### config.mk
export PLATFORM = sky130hd
export DESIGN_NAME = qos_tx_injector
export DESIGN_NICKNAME = d
export VERILOG_FILES = /design/src/rtl/qos_tx_pkg.sv /design/src/rtl/qos_tx_holdbuf.sv /design/src/rtl/qos_tx_injector.sv
export SDC_FILE = /design/constraint.sdc
export NUM_CORES = 1
export LEC_CHECK = 0
export CAP_MARGIN = 5
export CORE_MARGIN = 4
export CORE_UTILIZATION = 35
export DETAILED_ROUTE_END_ITERATION = 10
export DONT_BUFFER_PORTS = 1
export GPL_TIMING_DRIVEN = 0
export PLACE_DENSITY_LB_ADDON = 0.15
export SETUP_SLACK_MARGIN = 0.5
export SLEW_MARGIN = 30
export SYNTH_ARGS = -nofsm -noshare
export SYNTH_HDL_FRONTEND = slang
export SYNTH_HIERARCHICAL = 1
export SYNTH_SLANG_ARGS = --single-unit
### constraint.sdc
create_clock -name CLOCK -period 6.4 [get_ports CLOCK]
set_input_delay 1.92 -clock CLOCK [delete_from_list [all_inputs] [get_ports CLOCK]]
set_output_delay 1.92 -clock CLOCK [all_outputs]
set_load 0.005 [all_outputs]
### src/rtl/qos_tx_pkg.sv
// Shared types and the round-robin search helper for the QoS transmit injector.
package qos_tx_pkg;

  localparam int NUM_VC_DEF = 4;
  localparam int DATA_W_DEF = 4;
  localparam int MAX_VC     = 32;

  typedef logic [$clog2(NUM_VC_DEF)-1:0] vc_id_t;

  typedef struct packed {
    logic       found;
    logic [4:0] idx;
  } pick_t;

  // First set bit of mask strictly after ptr, wrapping modulo n (n <= MAX_VC).
  function automatic pick_t next_eligible(input logic [MAX_VC-1:0] mask,
                                          input int unsigned ptr,
                                          input int unsigned n);
    pick_t p;
    int unsigned c;
    p.found = 1'b0;
    p.idx   = '0;
    for (int unsigned k = 1; k <= MAX_VC; k++) begin
      c = ptr + k;
      if (c >= n) c = c - n;
      if (k <= n && !p.found && mask[c[4:0]]) begin
        p.found = 1'b1;
        p.idx   = c[4:0];
      end
    end
    return p;
  endfunction

endpackage

### src/rtl/qos_tx_holdbuf.sv
// Per-class holding FIFO; a push is accepted while full if a pop happens in the same cycle.
module qos_tx_holdbuf #(
  parameter int DATA_W = 4,
  parameter int DEPTH  = 2
) (
  input  logic              clk,
  input  logic              rst,
  input  logic              wr_en,
  input  logic [DATA_W-1:0] wr_data,
  input  logic              rd_en,
  output logic [DATA_W-1:0] rd_data,
  output logic              full,
  output logic              empty
);

  localparam int PTR_W = $clog2(DEPTH);
  localparam int CNT_W = PTR_W + 1;

  logic [DATA_W-1:0] mem [DEPTH];
  logic [PTR_W-1:0]  wr_ptr;
  logic [PTR_W-1:0]  rd_ptr;
  logic [CNT_W-1:0]  count;
  logic              do_wr;
  logic              do_rd;

  assign full    = (count == CNT_W'(DEPTH));
  assign empty   = (count == '0);
  assign do_rd   = rd_en & ~empty;
  assign do_wr   = wr_en & (~full | do_rd);
  assign rd_data = mem[rd_ptr];

  // Pointers wrap naturally because DEPTH is a power of two.
  always_ff @(posedge clk) begin
    if (rst) begin
      wr_ptr <= '0;
      rd_ptr <= '0;
      count  <= '0;
    end else begin
      if (do_wr) begin
        mem[wr_ptr] <= wr_data;
        wr_ptr      <= wr_ptr + 1'b1;
      end
      if (do_rd) rd_ptr <= rd_ptr + 1'b1;
      case ({do_wr, do_rd})
        2'b10:   count <= count + 1'b1;
        2'b01:   count <= count - 1'b1;
        default: count <= count;
      endcase
    end
  end

endmodule

### src/rtl/qos_tx_injector.sv
// Sender side of the QoS transaction layer: buffers per-class words, round-robins pushes, obeys pause/continue/error strobes.
// Optional weighted bursts are enabled by defining QOS_TX_WEIGHTED_EN (adds WEIGHT_TBL).
module qos_tx_injector
  import qos_tx_pkg::*;
#(
  parameter int NUM_VC     = NUM_VC_DEF,
  parameter int DATA_W     = DATA_W_DEF,
  parameter int HOLD_DEPTH = 2,
  parameter int CNT_W      = 8
) (
  input  logic                       CLOCK,
  input  logic                       RESET,
  input  logic                       SET_INIT,
  input  logic [NUM_VC-1:0]          CLIENT_VALID,
  input  logic [NUM_VC*DATA_W-1:0]   CLIENT_DATA,
  output logic [NUM_VC-1:0]          CLIENT_READY,
  input  logic [NUM_VC-1:0]          PAUSE_STB,
  input  logic [NUM_VC-1:0]          CONTINUE_STB,
  input  logic [NUM_VC-1:0]          ERROR_FULL,
`ifdef QOS_TX_WEIGHTED_EN
  input  logic [NUM_VC*2-1:0]        WEIGHT_TBL,
`endif
  output logic                       PUSHDATOENTRADA,
  output logic [$clog2(NUM_VC)-1:0]  IDINPUT,
  output logic [DATA_W-1:0]          DATO_IN,
  output logic [NUM_VC*CNT_W-1:0]    DROP_CNT,
  output logic [NUM_VC-1:0]          ERR_STICKY,
  output logic                       TX_IDLE
);

  localparam int ID_W = $clog2(NUM_VC);

  logic [NUM_VC-1:0] full;
  logic [NUM_VC-1:0] empty;
  logic [NUM_VC-1:0] wr_en;
  logic [NUM_VC-1:0] pop;
  logic [NUM_VC-1:0] paused;
  logic [NUM_VC-1:0] eligible;
  logic [DATA_W-1:0] head [NUM_VC];
  logic [CNT_W-1:0]  drop_cnt [NUM_VC];
  logic [ID_W-1:0]   rr_ptr;
  logic [ID_W-1:0]   grant_idx;
  logic              grant_valid;
  pick_t             pick;

  for (genvar i = 0; i < NUM_VC; i++) begin : g_vc
    qos_tx_holdbuf #(
      .DATA_W (DATA_W),
      .DEPTH  (HOLD_DEPTH)
    ) u_buf (
      .clk     (CLOCK),
      .rst     (RESET),
      .wr_en   (wr_en[i]),
      .wr_data (CLIENT_DATA[i*DATA_W +: DATA_W]),
      .rd_en   (pop[i]),
      .rd_data (head[i]),
      .full    (full[i]),
      .empty   (empty[i])
    );
    assign DROP_CNT[i*CNT_W +: CNT_W] = drop_cnt[i];
  end

  // Client handshake: valid/ready both high at the edge transfers a word; ready never looks at valid.
  assign CLIENT_READY = ~full;
  assign wr_en        = CLIENT_VALID & ~full;

  // Same-cycle stop strobes mask the grant so nothing is pushed on the edge that samples them.
  assign eligible = ~empty & ~paused & ~PAUSE_STB & ~ERROR_FULL & {NUM_VC{~SET_INIT}};
  assign TX_IDLE  = (&empty) & ~PUSHDATOENTRADA;

`ifdef QOS_TX_WEIGHTED_EN
  logic [1:0] burst_cnt;
  logic       keep;

  // The last granted class keeps the grant while it stays eligible and has burst credit left.
  assign keep = PUSHDATOENTRADA && eligible[rr_ptr] &&
                (burst_cnt < WEIGHT_TBL[{rr_ptr, 1'b0} +: 2]);

  always_ff @(posedge CLOCK) begin
    if (RESET)            burst_cnt <= '0;
    else if (grant_valid) burst_cnt <= keep ? burst_cnt + 1'b1 : 2'd0;
  end
`endif

  always_comb begin
    pick        = next_eligible(MAX_VC'(eligible), 32'(rr_ptr), NUM_VC);
    grant_valid = pick.found && (pick.idx < 5'(NUM_VC));
    grant_idx   = pick.idx[ID_W-1:0];
`ifdef QOS_TX_WEIGHTED_EN
    if (keep) begin
      grant_valid = 1'b1;
      grant_idx   = rr_ptr;
    end
`endif
    pop = '0;
    if (grant_valid) pop[grant_idx] = 1'b1;
  end

  always_ff @(posedge CLOCK) begin
    if (RESET) begin
      PUSHDATOENTRADA <= 1'b0;
      IDINPUT         <= '0;
      DATO_IN         <= '0;
      rr_ptr          <= ID_W'(NUM_VC - 1);
      paused          <= '0;
      ERR_STICKY      <= '0;
    end else begin
      PUSHDATOENTRADA <= grant_valid;
      if (grant_valid) begin
        IDINPUT <= grant_idx;
        DATO_IN <= head[grant_idx];
        rr_ptr  <= grant_idx;
      end
      // Pause beats continue when both arrive together; init clears everything.
      if (SET_INIT) paused <= '0;
      else          paused <= (paused & ~CONTINUE_STB) | PAUSE_STB | ERROR_FULL;
      ERR_STICKY <= ERR_STICKY | ERROR_FULL;
    end
  end

  always_ff @(posedge CLOCK) begin
    for (int i = 0; i < NUM_VC; i++) begin
      if (RESET)
        drop_cnt[i] <= '0;
      else if (ERROR_FULL[i] && (drop_cnt[i] != {CNT_W{1'b1}}))
        drop_cnt[i] <= drop_cnt[i] + 1'b1;
    end
  end

endmodule

==> results of run 1 <==
==> worst max-delay path by stage <==
stage,start,to,depth (start not counted)
floorplan,PAUSE_STB[0],g_vc[3].u_buf/mem[1][0],9
global placement,PAUSE_STB[2],g_vc[3].u_buf/mem[1][0],9
detailed placement,PAUSE_STB[2],g_vc[3].u_buf/mem[1][3],10
CTS,PAUSE_STB[2],g_vc[3].u_buf/mem[1][3],10
global route,PAUSE_STB[2],g_vc[3].u_buf/mem[1][3],9
finish,PAUSE_STB[2],g_vc[3].u_buf/mem[1][3],9
==> layout make-up <==
| type | count | area, um^2 | share of cell area [%] |
|---|---|---|---|
| Sequential cell | 101 | 2660 | 47.5 |
| Buffer | 15 | 65.1 | 1.16 |
| Clock inverter | 7 | 80.1 | 1.43 |
| Multi-Input combinational cell | 335 | 2250 | 40.2 |
| Inverter | 24 | 90.1 | 1.61 |
| Clock buffer | 9 | 225 | 4.02 |
| Tap cell | 180 | 225 | 4.02 |
==> metrics by stage <==
stage	util [%]	setup WS [ns]
2_1_floorplan	-	1.72
3_3_place_gp	37.7	0.968
3_5_place_dp	37.7	0.903
4_1_cts	39.9	1.26
5_1_grt	39.9	0.968
6_report	39.9	1.16
==> state kept, by name, summed over array words and instances, names as in the netlist, 4 cells and up, named ones only <==
name / flops
DATO_IN: 4
ERR_STICKY: 4
drop_cnt: 32
g_vc.u_buf/count: 8
g_vc.u_buf/mem: 32
g_vc.u_buf/rd_ptr: 4
g_vc.u_buf/wr_ptr: 4
paused: 4
==> power by group through the flow <==
stage | clock network [mW] | registers, mW | logic (mW)
after floorplan | 0 | 0.791 | 0.164
after global placement | 0 | 0.806 | 0.197
after detailed placement | 0 | 0.808 | 0.203
after CTS | 0.579 | 0.793 | 0.205
after global routing | 0.614 | 0.800 | 0.227
final | 0.562 | 0.792 | 0.204
==> cells by family after synthesis <==
| group | Yosys count | synth area share, % |
|---|---|---|
| AO/OA/AOI/OAI | 81 | 12.3 |
| XOR/XNOR | 32 | 5.53 |
| adder cells (fa/ha/maj) | 7 | 1.73 |
| buffers and inverters | 39 | 3.06 |
| flip-flops | 101 | 52.5 |
| multiplexers | 30 | 6.74 |
| AND/OR/NAND/NOR | 185 | 18.2 |
==> cells in the final DEF (no fill, tap or decap), types with 5 or more instances in the layout <==
master,instances
nor2b_1,13
a21oi_1,19
inv_1,24
ha_1,7
nor2_1,74
nand2b_1,11
or2_2,5
clkbuf_16,9
nand2_1,20
a211o_1,8
xnor2_1,8
nor3_1,17
dfxtp_1,37
o21ai_0,10
clkbuf_1,9
nand3_1,13
a211oi_1,8
edfxtp_1,64
mux2i_1,9
xor2_1,24
mux2_2,17
==> metal layers <==
metal / track usage, % / share of wire (%) / vias to the layer above
li1: - / - / 1722
met1: 17.1 / 43 / 1657
met2: 22.7 / 49 / 61
met3: 4.86 / 6.2 / 14
met4: 4.74 / 1.5 / 0
met5: 0 / 0 / -
==> tightest hold or removal path, stage by stage, from the launching register on <==
cell and delay (ns):
dfxtp_1 0.33, nor2_1 0.08, nor2_1 0.04
==> run summary, run 1 <==
Result of the run: finished clean
Clock transition time at the flip-flop clock pins of the worst setup and hold paths: 0.07 ns
Maximum fanout along the worst path: 8
Internal power: 1.14 mW
Proportion of power drawn by combinational gates: 13.1%
R2r worst-path depth: 12
Mapped cell area: 5070 um^2
Endpoint arrival time on the critical path: 5.22 ns
Initial standard-cell utilization of the core: 36.1%
Count of standard-cell rows: 43
Cell area after layout: 5600 um^2
Bufs on Longest Clock Path: 2
Mean instance size in the synthesized netlist: 10.7 um^2
Via count of the first global-routing pass: 3452
Critical path cell sequence: nor4_1 -> a22o_2 -> mux2i_1 -> o21a_4 -> o22ai_2 -> inv_1 -> nor2_1 -> o21ai_2 -> nor3b_1
Port buffer count: 0
Detailed Routing Iterations Pass 1: 4
Total instance count after detailed placement: 655
Number of H-tree branching levels: 3
Num CTS Buffers: 9
Count of unresolved DRC violations after routing: 0
Clock Root Buffer: clkbuf_16
Number of distinct library cell variants in the gate-level netlist after synthesis: 51
Critical path type: input pin to flop
CTS tree: done
Number of failing setup endpoints in the final timing report: 0
Top cell type by total area after synthesis: edfxtp_1
Sequential Power Share: 50.8%
Clock latency of the later-clocked register in the worst-skew pair: 0.35 ns
Filler cell count in the final layout: 1357
CP Buf/Inv Count: 1
Cell types occupying the most area after synthesis: edfxtp_1 38%, dfxtp_1 15%, nor2_1 5.5%
Switching power of the nets: 0.421 mW
Seq/Total Area, Yosys: 52.5%
RSZ-0062 raised after global routing: false
Largest net degree at the start of global routing: 19
Kind of cell adding the most delay to the critical path: simple AND/OR/NAND/NOR gates
Die extent in y: 128 um
Detail-routed via count per cell: 5.15
Total wire length after detailed routing: 11400 um
Hold-fix buffers, CTS: 0
Total nets after synthesis: 517
Post-synth top flop: edfxtp_1
Post-CTS Resized: 0
Yosys warns: 6
Wire length of the first global-routing pass: 17700 um
Clock Skew: 0.0105 ns
Nature of the critical path startpoint: input pin
Master of the slowest instance on the critical path: nor4_1
Worst path required time: 6.38 ns
Cells after Synth: 475
Area growth from synthesis to layout: 10.5%
Most common cell in the netlist: nor2_1
Worst IR drop on VDD: 0.000142 V
Half-perimeter wire length after detailed placement: 8460 um
Minimum setup slack among reg-to-reg paths: 1.34 ns
Total power of the final layout: 1.56 mW
Number of nets at the end of the flow: 528
Share of synthesized registers carrying an async set or reset: 0%
Share of layout cells above drive strength 1: 13.2%
Number of synthesized flops with an enable pin: 64
Ports placed on the boundary: 83
Sum of overflow across all layers after global routing: 0
Detailed router's first-iteration violation count: 137
Clock share of power: 36.1%
Chip Width: 128 um
Static leakage power: 2.01 nW
Area of the placeable core: 14000 um^2
Post-Layout Cell Count: 671
# Post-CTS Setup Buffers: 0
Number of clock sinks: 101
Placed cell areas: 5300 um^2
Type of element capturing the critical path: flop
Routed wire length per instance: 17.0 um
Final count of hold timing violations: 0
Routability congestion estimate from global placement: 0.746
Capture endpoint of the worst hold path: ERR_STICKY[0]
Cell Pwr Density: 278 nW/um^2
Slew of the pin with the lowest slew margin: 0.821 ns
Hold WC Path Type: flop to flop
Worst reg2reg path startpoint: rr_ptr[0]
Maximum cell stage delay along the critical path: 0.63 ns
Die ar.: 16500 um^2
GR Util All Layers: 13.9%
Total negative slack for setup checks: 0 ns
Switching share of power: 27.0%
Final Critical Period: 5.24 ns
Share of the cycle needed by the critical path after routing: 81.9%
Worst slew slack as a fraction of its limit: 45.0%
Max Fclk: 191 MHz
Antenna fix cells: 0
Detail Route Antenna Nets: 0
Slew Limit Fails: 0
Worst Hold Slack: 0.490 ns
Yosys top cell area share: 37.9%
Most used standard cells in the synthesized netlist: 74 x nor2_1, 64 x edfxtp_1, 37 x dfxtp_1
Max-cap viol count: 0
Hold Crit Depth: 2
Worst reg2reg endpoint: g_vc[3].u_buf/mem[1][3]
Number of storage elements in the synthesis netlist: 101
Initial antenna violation count: 0
Startpoint of the most critical hold path: ERR_STICKY[0]
Vias post-DR: 3454
Power figures use the tool's default switching activity.
==> run 2, diff against run 1 <==
clock period = 4.55 ns   (was 6.4 ns; I/O delays follow)
==> run summary, run 2 (same netlist as run 1, synthesis figures left out) <==
Result of the run: finished clean
Sum of overflow across all layers after global routing: 0
Chip Width: 128 um
Number of failing setup endpoints in the final timing report: 0
Via count of the first global-routing pass: 3474
Slew of the pin with the lowest slew margin: 0.663 ns
Number of clock sinks: 101
Vias post-DR: 3482
Max Fclk: 265 MHz
Detailed router's first-iteration violation count: 88
Count of unresolved DRC violations after routing: 0
Port buffer count: 0
Hold-fix buffers, CTS: 0
Critical path type: input pin to flop
Die extent in y: 128 um
Clock Root Buffer: clkbuf_16
Endpoint arrival time on the critical path: 3.79 ns
Routed wire length per instance: 17.1 um
R2r worst-path depth: 12
Placed cell areas: 5320 um^2
Share of the cycle needed by the critical path after routing: 83.0%
Half-perimeter wire length after detailed placement: 8520 um
Area of the placeable core: 14000 um^2
Post-Layout Cell Count: 672
Type of element capturing the critical path: flop
Number of H-tree branching levels: 3
GR Util All Layers: 14.0%
Count of standard-cell rows: 43
Slew Limit Fails: 0
Number of nets at the end of the flow: 529
Clock Skew: 0.00739 ns
Capture endpoint of the worst hold path: ERR_STICKY[1]
Ports placed on the boundary: 83
Top Registers: drop_cnt: 32 flops, g_vc.u_buf/mem: 32 flops, g_vc.u_buf/count: 8 flops
Initial antenna violation count: 0
Cell area after layout: 5730 um^2
Worst IR drop on VDD: 0.000215 V
CTS tree: done
Nature of the critical path startpoint: input pin
Startpoint of the most critical hold path: ERR_STICKY[1]
Clock latency of the later-clocked register in the worst-skew pair: 0.35 ns
Largest net degree at the start of global routing: 17
Routability congestion estimate from global placement: 0.816
Antenna fix cells: 0
RSZ-0062 raised after global routing: false
Most common library cell in the layout ignoring fill and taps: nor2_1
Share of layout cells above drive strength 1: 16.5%
Total wire length after detailed routing: 11500 um
Worst reg2reg endpoint: g_vc[2].u_buf/mem[1][3]
Final count of hold timing violations: 0
Total instance count after detailed placement: 655
Wire length of the first global-routing pass: 18000 um
Die ar.: 16500 um^2
Cell Pwr Density: 391 nW/um^2
Worst path required time: 4.57 ns
Static leakage power: 2.06 nW
Detail Route Antenna Nets: 0
Clock transition time at the flip-flop clock pins of the worst setup and hold paths: 0.07 ns
Worst reg2reg path startpoint: rr_ptr[0]
Minimum setup slack among reg-to-reg paths: 0.82 ns
Worst Hold Slack: 0.489 ns
Final Critical Period: 3.77 ns
Bufs on Longest Clock Path: 2
Leading cell types in the layout, fill and taps excluded: 72 x nor2_1, 64 x edfxtp_1, 37 x dfxtp_1
Hold WC Path Type: flop to flop
Worst slew slack as a fraction of its limit: 55.7%
Hold Crit Depth: 2
Maximum fanout along the worst path: 10
Detail-routed via count per cell: 5.18
Detailed Routing Iterations Pass 1: 4
Area growth from synthesis to layout: 13.0%
Num CTS Buffers: 9
Max-cap viol count: 0
Initial standard-cell utilization of the core: 36.1%
-- run 2: cell types whose count changed in the layout (fill, tap and decap cells not counted), moves of 3 or more --
cell	before	now
nor3_2	0	4
clkbuf_1	9	6
inv_6	3	0
nor3_1	17	13
nor3b_1	4	0
clkbuf_2	4	7
-- run 2: where the power goes --
| part | total [mW] | internal [mW] | switching (mW) |
|---|---|---|---|
| clock network | 0.819 | 0.479 | 0.340 |
| logic | 0.307 | 0.134 | 0.173 |
| registers | 1.11 | 1.04 | 0.0702 |
-- run 2: cell type report --
class                   count  area [um^2]
repair buffers              1         7.51
fillers                  1377         8310
clock inverters             7         90.1
well taps                 180          225
inverters                  24         90.1
plain buffers              15         68.8
flip-flops and latches    101         2660
clock buffers               9          225
multi-input cells         335         2360
-- run 2: critical path, cell delays in order --
cell and delay (ns):
or4_4 0.48, o22ai_1 0.30, a22o_2 0.22, buf_4 0.17
a21oi_2 0.09, o22ai_4 0.24, inv_1 0.13, nor2_2 0.29
o21ai_2 0.16, nor3_2 0.34
-- run 2: how the worst max path moves through the flow --
stage	slack, ns	endpoint	depth (start not counted)	start
after floorplan	0.53	g_vc[0].u_buf/mem[1][0]	9	PAUSE_STB[3]
after global placement	-0.24	g_vc[0].u_buf/mem[1][0]	9	PAUSE_STB[2]
after detailed placement	-0.27	g_vc[0].u_buf/mem[1][0]	9	PAUSE_STB[2]
after CTS	0.52	g_vc[2].u_buf/mem[0][0]	8	PAUSE_STB[2]
after global routing	0.56	g_vc[0].u_buf/mem[1][0]	13	rr_ptr[0]
final	0.78	g_vc[3].u_buf/mem[0][1]	10	PAUSE_STB[0]
-- run 2: through the flow --
| step | util [%] | setup slack (ns) | setup TNS, ns | total power [mW] |
|---|---|---|---|---|
| 6_report | 40.8 | 0.775 | 0 | 2.24 |
| 5_1_grt | 40.8 | 0.558 | 0 | 2.35 |
| 4_1_cts | 40.5 | 0.519 | 0 | 2.26 |
| 3_5_place_dp | 37.9 | -0.269 | -2.96 | 1.42 |
| 3_3_place_gp | 37.9 | -0.235 | -2.10 | 1.41 |
| 2_1_floorplan | - | 0.529 | 0 | 1.34 |
-- run 2: per-layer routing --
metal	track usage [%]	wire [um]
met1	16.9	4930
met2	23.3	5710
met3	4.48	619
met4	5.56	218
met5	0	0
-- run 2: timing repair --
action,4_1_cts,5_1_grt
setup endpoints to repair,44,35
pin swaps,0,1
buffers inserted,0,1
gates resized for setup,13,5
